===== config.mk =====
export PLATFORM = sky130hd
export DESIGN_NAME = voice_sequencer_flat
export DESIGN_NICKNAME = d
export VERILOG_FILES = /design/src/rtl/voice_sequencer_if.sv /design/src/rtl/voice_sequencer.sv /design/src/flat_wrapper.sv
export SDC_FILE = /design/constraint.sdc
export NUM_CORES = 1
export LEC_CHECK = 0
export BUFFER_PORTS_ARGS = -buffer_cell sky130_fd_sc_hd__buf_2
export CORE_ASPECT_RATIO = 2
export CORE_MARGIN = 1.5
export CORE_UTILIZATION = 35
export CTS_BUF_LIST = sky130_fd_sc_hd__clkbuf_8 sky130_fd_sc_hd__clkbuf_16
export DETAILED_ROUTE_END_ITERATION = 8
export PLACE_DENSITY_LB_ADDON = 0.08
export SKIP_LAST_GASP = 1
export SLEW_MARGIN = 20
export SYNTH_ARGS = -nofsm -noshare
export SYNTH_HDL_FRONTEND = slang
export SYNTH_SLANG_ARGS = --single-unit

===== constraint.sdc =====
create_clock -name clk_i -period 7.9 [get_ports clk_i]
set_input_delay 1.58 -clock clk_i [delete_from_list [all_inputs] [get_ports clk_i]]
set_output_delay 1.58 -clock clk_i [all_outputs]
set_load 0.01 [all_outputs]

===== src/rtl/voice_sequencer_if.sv =====
// voice_sequencer_if: start/ready handshake and per-voice config bus between
// the frame sequencer (master) and the shared voice engine (slave).
interface voice_sequencer_if #(
    parameter int VW     = 2,
    parameter int WAVE_W = 10
);
    logic                     start;
    logic [VW-1:0]            act_voice;
    logic [15:0]              freq_word;
    logic [11:0]              pw_word;
    logic [3:0]               wave_sel;
    logic                     sync;
    logic                     ring_mod;
    logic                     ready;
    logic signed [WAVE_W-1:0] wave;

    modport master (
        output start, act_voice, freq_word, pw_word, wave_sel, sync, ring_mod,
        input  ready, wave
    );
    modport slave (
        input  start, act_voice, freq_word, pw_word, wave_sel, sync, ring_mod,
        output ready, wave
    );
endinterface


===== src/rtl/voice_sequencer.sv =====
// voice_sequencer: steps every voice through the shared engine once per sample
// tick and sums the enabled voices into one signed mix sample.
module voice_sequencer #(
    parameter int NUM_VOICES = 3,
    parameter int WAVE_W     = 10,
    parameter int TIMEOUT    = 15
) (
    input  logic                           clk_i,
    input  logic                           rst_i,
    input  logic                           sample_tick_i,
    input  logic [NUM_VOICES-1:0]          voice_en_i,
    input  logic [NUM_VOICES*16-1:0]       freq_word_i,
    input  logic [NUM_VOICES*12-1:0]       pw_word_i,
    input  logic [NUM_VOICES*4-1:0]        wave_sel_i,
    input  logic [NUM_VOICES-1:0]          sync_i,
    input  logic [NUM_VOICES-1:0]          ring_mod_i,
    voice_sequencer_if.master              eng,
    output logic [NUM_VOICES*WAVE_W-1:0]   voice_sample_o,
    output logic signed [WAVE_W+1:0]       mix_o,
    output logic                           sample_valid_o,
    output logic                           busy_o,
    output logic                           overrun_o,
    output logic                           timeout_o
);
    localparam int VW = $clog2(NUM_VOICES);
    localparam int CW = $clog2(TIMEOUT + 1);
    localparam logic [1:0] IDLE = 2'd0, START = 2'd1, WAIT = 2'd2, DONE = 2'd3;

    logic [1:0]               state;
    logic [VW-1:0]            v, lv;
    logic [CW-1:0]            cnt;
    logic signed [WAVE_W+1:0] acc, acc_nxt;
    logic                     cap, tmo, fin, last, ld;
    logic [15:0]              fw [NUM_VOICES];
    logic [11:0]              pw [NUM_VOICES];
    logic [3:0]               ws [NUM_VOICES];
    logic [WAVE_W-1:0]        smp [NUM_VOICES];

    for (genvar i = 0; i < NUM_VOICES; i++) begin : g_voice
        assign fw[i] = freq_word_i[i*16 +: 16];
        assign pw[i] = pw_word_i[i*12 +: 12];
        assign ws[i] = wave_sel_i[i*4 +: 4];
        assign voice_sample_o[i*WAVE_W +: WAVE_W] = smp[i];
    end

    // ready on the final WAIT cycle takes priority over the timeout
    assign cap     = state == WAIT && eng.ready;
    assign tmo     = state == WAIT && !eng.ready && cnt == CW'(TIMEOUT - 1);
    assign fin     = cap || tmo;
    assign last    = v == VW'(NUM_VOICES - 1);
    assign ld      = (state == IDLE && sample_tick_i) || (fin && !last);
    assign lv      = state == IDLE ? '0 : v + 1'b1;
    assign acc_nxt = (cap && voice_en_i[v]) ? acc + {{2{eng.wave[WAVE_W-1]}}, eng.wave} : acc;

    assign eng.start      = state == START;
    assign sample_valid_o = state == DONE;
    assign busy_o         = state != IDLE;
    assign overrun_o      = sample_tick_i && busy_o;

    always_ff @(posedge clk_i or posedge rst_i) begin
        if (rst_i) begin
            state         <= IDLE;
            v             <= '0;
            cnt           <= '0;
            acc           <= '0;
            mix_o         <= '0;
            timeout_o     <= 1'b0;
            eng.act_voice <= '0;
            eng.freq_word <= '0;
            eng.pw_word   <= '0;
            eng.wave_sel  <= '0;
            eng.sync      <= 1'b0;
            eng.ring_mod  <= 1'b0;
            for (int k = 0; k < NUM_VOICES; k++) smp[k] <= '0;
        end else begin
            // config is latched on the edge entering START and held through WAIT
            if (ld) begin
                v             <= lv;
                eng.act_voice <= lv;
                eng.freq_word <= fw[lv];
                eng.pw_word   <= pw[lv];
                eng.wave_sel  <= ws[lv];
                eng.sync      <= sync_i[lv];
                eng.ring_mod  <= ring_mod_i[lv];
            end
            if (state == IDLE && sample_tick_i) begin
                state <= START;
                acc   <= '0;
            end
            if (state == START) begin
                state <= WAIT;
                cnt   <= '0;
            end
            if (state == WAIT) cnt <= cnt + 1'b1;
            if (fin) begin
                smp[v] <= cap ? eng.wave : '0;
                acc    <= acc_nxt;
                state  <= last ? DONE : START;
            end
            if (fin && last) mix_o <= acc_nxt;
            if (tmo) timeout_o <= 1'b1;
            if (state == DONE) state <= IDLE;
        end
    end
endmodule


===== src/flat_wrapper.sv =====
// flat-port wrapper written by rule: the top's interface ports become plain ports
module voice_sequencer_flat 
#(
    parameter int NUM_VOICES = 3,
    parameter int WAVE_W     = 10,
    parameter int TIMEOUT    = 15
)
  (clk_i, rst_i, sample_tick_i, voice_en_i, freq_word_i, pw_word_i, wave_sel_i, sync_i, ring_mod_i, voice_sample_o, mix_o, sample_valid_o, busy_o, overrun_o, timeout_o, eng_start, eng_act_voice, eng_freq_word, eng_pw_word, eng_wave_sel, eng_sync, eng_ring_mod, eng_ready, eng_wave);
  voice_sequencer_if #(.WAVE_W(WAVE_W)) eng_i ();
  input  logic clk_i;
  input  logic rst_i;
  input  logic sample_tick_i;
  input  logic [NUM_VOICES-1:0] voice_en_i;
  input  logic [NUM_VOICES*16-1:0] freq_word_i;
  input  logic [NUM_VOICES*12-1:0] pw_word_i;
  input  logic [NUM_VOICES*4-1:0] wave_sel_i;
  input  logic [NUM_VOICES-1:0] sync_i;
  input  logic [NUM_VOICES-1:0] ring_mod_i;
  output logic [NUM_VOICES*WAVE_W-1:0] voice_sample_o;
  output logic signed [WAVE_W+1:0] mix_o;
  output logic sample_valid_o;
  output logic busy_o;
  output logic overrun_o;
  output logic timeout_o;
  output wire logic [$bits(eng_i.start)-1:0] eng_start;
  output wire logic [$bits(eng_i.act_voice)-1:0] eng_act_voice;
  output wire logic [$bits(eng_i.freq_word)-1:0] eng_freq_word;
  output wire logic [$bits(eng_i.pw_word)-1:0] eng_pw_word;
  output wire logic [$bits(eng_i.wave_sel)-1:0] eng_wave_sel;
  output wire logic [$bits(eng_i.sync)-1:0] eng_sync;
  output wire logic [$bits(eng_i.ring_mod)-1:0] eng_ring_mod;
  input wire logic [$bits(eng_i.ready)-1:0] eng_ready;
  input wire logic [$bits(eng_i.wave)-1:0] eng_wave;
  assign eng_start = eng_i.start;
  assign eng_act_voice = eng_i.act_voice;
  assign eng_freq_word = eng_i.freq_word;
  assign eng_pw_word = eng_i.pw_word;
  assign eng_wave_sel = eng_i.wave_sel;
  assign eng_sync = eng_i.sync;
  assign eng_ring_mod = eng_i.ring_mod;
  assign eng_i.ready = eng_ready;
  assign eng_i.wave = eng_wave;
  voice_sequencer #(.NUM_VOICES(NUM_VOICES), .WAVE_W(WAVE_W), .TIMEOUT(TIMEOUT)) u_core (.clk_i(clk_i), .rst_i(rst_i), .sample_tick_i(sample_tick_i), .voice_en_i(voice_en_i), .freq_word_i(freq_word_i), .pw_word_i(pw_word_i), .wave_sel_i(wave_sel_i), .sync_i(sync_i), .ring_mod_i(ring_mod_i), .eng(eng_i), .voice_sample_o(voice_sample_o), .mix_o(mix_o), .sample_valid_o(sample_valid_o), .busy_o(busy_o), .overrun_o(overrun_o), .timeout_o(timeout_o));
endmodule

Word-level counts from Yosys, hierarchy flattened. Cells that the tools add are included.

Word-level logic and storage cells: 77. Register bits after elaboration: 97.

Reduce and logical (&&, ||, !) cells: 18. $add $sub $neg: 3. Muxes and demuxes: 30. Magnitude comparators: 5. Bitwise operators: 2. Equality and inequality tests: 5.

Operators by type and width (number): 12-bit 2-to-1 mux (5); 16-bit binary-select mux with 2-bit select (1); 16-bit 2-to-1 mux (2); 30-bit bitwise mux (1); 12-bit binary-select mux with 2-bit select (1); 10-bit demux with 2-bit select (1); 10-bit 2-to-1 mux (2); 4-bit 2-to-1 mux (4); 12-bit adder (1); 2-bit 2-to-1 mux (6); 1-bit logical AND (9); 4-bit binary-select mux with 2-bit select (1); 1-bit binary-select mux with 2-bit select (3); 2-bit == test, second input constant (3); 3-bit >= comparator, second input constant (2); 2-bit by 3-bit < comparator with 1-bit output, second input constant (2); 2-bit NOT with 3-bit output (2); 2-bit nonzero test (3); 4-bit by 1-bit adder with 4-bit output, second input constant (1); 4-bit == test, second input constant (1); 4-bit nonzero test (1); 3-bit by 1-bit < comparator with 1-bit output, second input constant (1); 1-bit 2-to-1 mux (3); 2-bit by 1-bit adder with 2-bit output, second input constant (1); other kinds (4) (6).

Longest topological paths before layout. Gate-level depths: netlist of the first run.

Depth after elaboration: 6. Mapped depth: 10. Mapped depth without buffers: 8.

Worst setup path before layout of the first run. No wires, ideal clock.

Kind: input to output. From: input sample_tick_i. To: output overrun_o. Data arrival time: 1.777 ns. Data required time: 6.320 ns. Stages: 1. Slack: 4.543 ns. Cell sequence: nor2b_1.

Longest elaborated chain between the ends: 1.

Ends and longest elaborated chain: start: declaration (RTL line flat_wrapper.sv:12) `input logic sample_tick_i;`; 1-bit logical AND (RTL line voice_sequencer.sv:58) `assign overrun_o = sample_tick_i && busy_o;`; end: declaration (RTL line flat_wrapper.sv:23) `output logic overrun_o;`.

No other way between the ends.

Final worst setup path of the first run. Same ends and word-level chain as after synthesis.

==> results of run 1 <==
-- final timing paths --
check	start	end	slack, ps	cells past startpoint
min in group asynchronous	rst_i	u_core.eng.pw_word[9]$_DFFE_PP0P_	1250	2
worst max-delay path	sample_tick_i	overrun_o	4340	3
worst max register to register	u_core.state[0]$_DFFE_PP0P_	u_core.mix_o[8]$_DFFE_PP0P_	5150	8
worst min register to register	u_core.mix_o[2]$_DFFE_PP0P_	u_core.mix_o[2]$_DFFE_PP0P_	480	2
worst min-delay path	u_core.mix_o[2]$_DFFE_PP0P_	u_core.mix_o[2]$_DFFE_PP0P_	480	2
max in group asynchronous	rst_i	u_core.voice_sample_o[24]$_DFFE_PP0P_	5460	3
-- through the flow --
| stage | cells | hold WS, ps |
|---|---|---|
| 5_1_grt | 901 | 508.5 |
| 4_1_cts | 901 | 490.1 |
| 3_3_place_gp | 886 | 471.1 |
| 3_5_place_dp | 886 | 475.5 |
| 2_1_floorplan | 523 | 472.3 |
| 6_report | 901 | 482.7 |
-- registers in the layout, indices dropped and copies added, names as in the netlist --
register and count:
u_core.voice_sample_o 30, u_core.eng.freq_word 16, u_core.acc 12, u_core.eng.pw_word 12
u_core.mix_o 12, u_core.cnt 4, u_core.eng.wave_sel 4, u_core.state 2
u_core.v 2, u_core.eng.ring_mod 1, u_core.eng.sync 1, u_core.timeout_o 1
-- cells by family (layout without fill, tap and decap cells) --
| family | Yosys count | in the layout |
|---|---|---|
| xor+xnor | 6 | 6 |
| mux | 2 | 2 |
| compound gates | 205 | 205 |
| simple gates | 146 | 146 |
| fa+ha+maj | 21 | 21 |
| flops | 97 | 97 |
| buf+inv | 46 | 235 |
-- layout make-up --
type | instances | area (um^2) | share of cell area (%)
inverter | 12 | 47.55 | 0.7406
tap | 189 | 236.5 | 3.683
sequential | 97 | 2427 | 37.81
timing repair buffer | 208 | 1059 | 16.49
clock inverter | 6 | 61.31 | 0.9550
clock buffer | 9 | 225.2 | 3.508
multi-input combinational | 380 | 2364 | 36.82
-- critical path: cells and delay by family --
| family | cells | cell delay, ps |
|---|---|---|
| buf+inv | 2 | 280 |
| simple gates | 1 | 130 |
-- cells in the final DEF (no fill, tap or decap), drive strengths merged, types with 4 or more instances in the layout --
master | synthesis | routed
nand2 | 32 | 32
a22oi | 34 | 34
a32o | 30 | 30
inv | 12 | 13
ha | 20 | 20
nor2 | 90 | 90
a21o | 4 | 4
buf | 11 | 208
dfrtp | 97 | 97
nand3 | 5 | 5
xnor2 | 4 | 4
a211oi | 6 | 6
a21oi | 80 | 80
and2 | 4 | 4
clkbuf | 23 | 9
o21ai | 20 | 20
a31oi | 7 | 7
-- synth_stat cells, types with 3 or more instances --
library cell | n | share of area (%)
inv_1 | 12 | 0.91
a211oi_1 | 5 | 0.76
dfrtp_1 | 97 | 49
o21ai_1 | 3 | 0.30
nand3_1 | 5 | 0.50
clkbuf_1 | 23 | 1.7
o211ai_1 | 3 | 0.45
a32o_1 | 30 | 6.1
a31oi_1 | 7 | 0.88
a22oi_1 | 34 | 5.1
or3_1 | 3 | 0.38
nand2_1 | 31 | 2.3
a22o_1 | 3 | 0.53
nor3_1 | 3 | 0.30
a21o_1 | 4 | 0.61
and2_1 | 4 | 0.50
o21ai_0 | 16 | 1.6
a21oi_1 | 80 | 8.1
xnor2_1 | 4 | 0.71
nor2_1 | 90 | 6.8
o21a_1 | 3 | 0.45
ha_1 | 20 | 5.0
buf_2 | 9 | 0.91
-- power by group through the flow --
stage	Clock, W	Sequential [W]	Combinational, W
finish	0.000427	0.000882	0.00144
global route	0.000458	0.000912	0.00162
CTS	0.000443	0.000886	0.00146
detailed placement	0	0.000890	0.00146
global placement	0	0.000884	0.00144
floorplan	0	0.000953	0.000874
-- routing by layer --
metal / up-vias / track usage [%] / routed length (um)
met2: 175 / 41.35 / 9018
met3: 15 / 4.223 / 769
met4: 0 / 6.694 / 307
li1: 2285 / - / -
met1: 2290 / 22.56 / 5619
met5: - / 0 / 0
==> flow_summary.ini, run 1 <==
[timing]
tightest_slew_ps = 806.5
clock_skew_ps = 8.627
rsz0062_at_grt = false
setup_ws_ps = 4338
timing.slew.headroom_pct = 46.23
finalCritPeriodShare_pct = 45.08
drv_slew = 0
finalSetupViolCount = 0
max_freq_mhz = 280.8
hold_viol = 0
tns_ps = 0
fin_crit_ps = 3562

[routing]
drt_iter0_drc = 152
wire_per_inst_um = 17.44
ant_nets = 0
via_count = 4765
drt-total-wl_um = 15710
firstDrtPassIters = 7
drc = 0
avgViaCountPerCell = 5.289

[floorplanning]
start_util_pct = 35.72
die_x_um = 87.20
rows = 61
fp.dieH_um = 171.4
io_pins = 202
core_region_area_mm2 = 0.01389
dieArea_mm2 = 0.01494

[placed_design]
place_area_mm2 = 0.006133
dp_worst_setup_slack_ps = 4109
routabilityCongestion = 0.8520
dp_hpwl_um = 11920
numPortBuffers = 201

[finish]
fin_util_pct = 46.22
n_antenna_cell = 0
final_area_mm2 = 0.006420
layout.nets = 848
fillers = 1424
layout-drive-gt1-share_pct = 32.30
area_delta_synth_final_pct = 29.37

[setup_path]
path_cells = buf_2 -> nor2b_1 -> buf_2
cp_slowest_cell = buf_2
critical_path.max_fanout = 3
critPathKind = in2out
cp.required_ps = 6320
critPathLaunchType = input pin
end_kind = output port
cpMostUsedCell = buf_2
cp_slowest_stage_delay_ps = 150
worst_ep_arrival_time_ps = 1980

[synthesis]
avgSynthCellArea_um2 = 9.488
synth_top_family_by_area = compound AO/OA/AOI/OAI gates
synth_edf_count = 0
synth_compound_area_share_pct = 28.06
mappedNetlistArea_mm2 = 0.004962
ys_seq_area_share_pct = 48.92
synthMuxAreaShare_pct = 0.4034
synthXorXnorAreaFrac_pct = 1.059
syn-num-nets = 663
synth_seq_cells = 97
synth_cells = 523
synthAdderAreaFrac_pct = 5.446
yosysWarnings = 0
synth-main-ff-cell = dfrtp_1
synth_cell_type_count = 49
async_flop_share_pct = 100.0
synthSimpleGateAreaFrac_pct = 12.25

[clock_network]
cts-root-buf = clkbuf_16
ctsHtreeMaxLevel = 3
clkSlewWorstSetupHoldPaths_ps = 60
cts_made_buffers = 9
ctsResizeCount = 0
cts_tree = built
hold_buffers = 0
numClockSinks = 97
cts.path.max_buffers = 2
post_cts_buffers = 0
insertion_delay_ps = 340

[power_and_ir_drop]
p_total_w = 0.002745
p_sw_share_pct = 43.84
combPwrFrac_pct = 52.3
vdd_drop_max_mv = 0.1751
p_clk_share_pct = 15.6
p_leak_nw = 3.112
pwr-share-seq_pct = 32.1
switching_power_w = 0.001203
p_per_area_mw_per_mm2 = 427.5
intPower_w = 0.001541

[grt]
grt_util_all_layers_pct = 21.40
grt_first_pass_wirelength_um = 24220
grt-ovfl-total = 0
antenna_found_initial = 0
grt_max_degree = 73
grt_pass1_vias = 4722

[status]
status = finished clean

[job]
drv_cap = 0

[worst_hold_path]
hold_class = reg2reg
Note: power is estimated with default switching activity, not from simulation.
==> inputs of run 2 (changes only) <==
==> constraint.sdc (replaced) <==
create_clock -name clk_i -period 3.65 [get_ports clk_i]
set_input_delay 0.73 -clock clk_i [delete_from_list [all_inputs] [get_ports clk_i]]
set_output_delay 0.73 -clock clk_i [all_outputs]
set_load 0.01 [all_outputs]
==> run 2 against run 1 <==
Non-clock buffer count rose by 3. Utilization rose by 0.22 points. Largest cell class unchanged. Clock power rose by 120%. Critical path depth rose by 5. Clock skew rose by 5.7 ps. Sequential cell count did not move. Die area did not move. Cell area rose by 0.47%. Register-to-register slack got worse by 4200 ps. Worst hold slack got worse by 7.6 ps. Critical path type is now reg2reg. Global-route usage fell by 0.12 points.
==> flow_summary.ini, run 2 (synthesis results as in run 1) <==
[power_and_ir_drop]
p_per_area_mw_per_mm2 = 921.8
p_leak_nw = 3.131
switching_power_w = 0.002636
combPwrFrac_pct = 52.3
pwr-share-seq_pct = 32.0
vdd_drop_max_mv = 0.3617
intPower_w = 0.003310
p_clk_share_pct = 15.6
p_sw_share_pct = 44.33

[setup_path]
critical_path.max_fanout = 33
worst_ep_arrival_time_ps = 2990
critPathKind = reg2reg
cp.required_ps = 3920
end_kind = flop
critPathLaunchType = flop
rr_worst_depth = 8

[floorplanning]
dieArea_mm2 = 0.01494
core_region_area_mm2 = 0.01389
start_util_pct = 35.72
die_x_um = 87.20
rows = 61
io_pins = 202
fp.dieH_um = 171.4

[grt]
grt_util_all_layers_pct = 21.28
grt_first_pass_wirelength_um = 24120
antenna_found_initial = 0
grt_max_degree = 58
grt-ovfl-total = 0
grt_pass1_vias = 4730

[clock_network]
hold_buffers = 0
insertion_delay_ps = 350
numClockSinks = 97
ctsResizeCount = 0
clkSlewWorstSetupHoldPaths_ps = 70
post_cts_buffers = 0
ctsHtreeMaxLevel = 3
cts.path.max_buffers = 2
cts-root-buf = clkbuf_16
cts_made_buffers = 9
cts_tree = built

[routing]
ant_nets = 0
via_count = 4746
drt_iter0_drc = 135
wire_per_inst_um = 17.19
drt-total-wl_um = 15570
drc = 0
firstDrtPassIters = 4
avgViaCountPerCell = 5.238

[timing]
finalSetupViolCount = 0
hold_viol = 0
drv_slew = 0
finalCritPeriodShare_pct = 74.42
tightest_slew_ps = 821.1
rsz0062_at_grt = false
fin_hold_ws_ps = 475.1
clock_skew_ps = 14.36
timing.slew.headroom_pct = 45.20
tns_ps = 0
fin_crit_ps = 2716
max_freq_mhz = 368.2

[placed_design]
routabilityCongestion = 0.8556
numPortBuffers = 201
dp_hpwl_um = 11870

[finish]
final_cell_mix = 201 x buf_2, 97 x dfrtp_1, 89 x nor2_1, 80 x a21oi_1, 34 x a22oi_1
final_common_cell = buf_2
area_delta_synth_final_pct = 29.98
largest_reg_flops = 30
fillers = 1400
layout.nets = 851
layout-drive-gt1-share_pct = 32.68

[worst_hold_path]
hold_depth = 2
hold_class = reg2reg

[status]
status = finished clean

[job]
drv_cap = 0
==> run 2: changes by cell type in the layout (fill, tap and decap cells not counted), sizes merged <==
cell | before | now
inv | 13 | 15
clkinv | 1 | 2
bufinv | 1 | 0
buf | 208 | 211
diode | 0 | 1
clkinvlp | 3 | 2
==> run 2: per-layer routing <==
metal	GRT usage, %	vias up	routed length (um)
met5	0	-	0
met4	8.489	0	406
met3	4.079	22	745
met2	40.28	163	8831
met1	22.47	2264	5587
li1	-	2297	-
==> run 2: cell type report <==
type	count	area [um^2]	share of cell area [%]
multi-input combinational	380	2357	36.55
sequential	97	2427	37.63
tap	189	236.5	3.666
inverter	12	47.55	0.7371
antenna	1	2.502	0.03880
clock inverter	7	60.06	0.9311
clock buffer	9	225.2	3.492
timing repair buffer	211	1094	16.95
==> run 2: final timing paths <==
path	slack, ps	start	end
max in group asynchronous	2340	rst_i	u_core.eng.ring_mod$_DFFE_PP0P_
worst min register to register	480	u_core.mix_o[6]$_DFFE_PP0P_	u_core.mix_o[6]$_DFFE_PP0P_
min in group asynchronous	500	rst_i	u_core.eng.freq_word[14]$_DFFE_PP0P_
worst max register to register	930	u_core.state[0]$_DFFE_PP0P_	u_core.mix_o[8]$_DFFE_PP0P_
worst max-delay path	930	u_core.state[0]$_DFFE_PP0P_	u_core.mix_o[8]$_DFFE_PP0P_
worst min-delay path	480	u_core.mix_o[6]$_DFFE_PP0P_	u_core.mix_o[6]$_DFFE_PP0P_
==> run 2: stage by stage <==
stage / cells / setup WS, ps / power (W) / instance area (um^2) / utilization [%]
floorplan: 523 / 386.3 / 0.003954 / 4962 / -
global placement: 889 / 793.7 / 0.005040 / 6162 / 44.36
detailed placement: 889 / 806.1 / 0.005088 / 6162 / 44.36
CTS: 905 / 939.2 / 0.006026 / 6447 / 46.42
global route: 905 / 605.0 / 0.006495 / 6447 / 46.42
finish: 906 / 933.8 / 0.005945 / 6450 / 46.43
==> run 2: power groups by stage <==
| stage | sequential, W | combinational [W] | clock, W |
|---|---|---|---|
| after detailed placement | 0.00193 | 0.00316 | 0 |
| after global routing | 0.00197 | 0.00352 | 0.00100 |
| after global placement | 0.00192 | 0.00312 | 0 |
| after CTS | 0.00192 | 0.00316 | 0.000949 |
| after floorplan | 0.00206 | 0.00189 | 0 |
| final | 0.00191 | 0.00311 | 0.000928 |
==> run 2: worst max-delay path, stage by stage (launching register included) <==
cell,delay [ps]
dfrtp_1,410
inv_1,120
ha_1,310
and2_1,220
buf_4,350
nand2_2,320
a2111oi_0,620
a221oi_1,110
a21oi_1,170
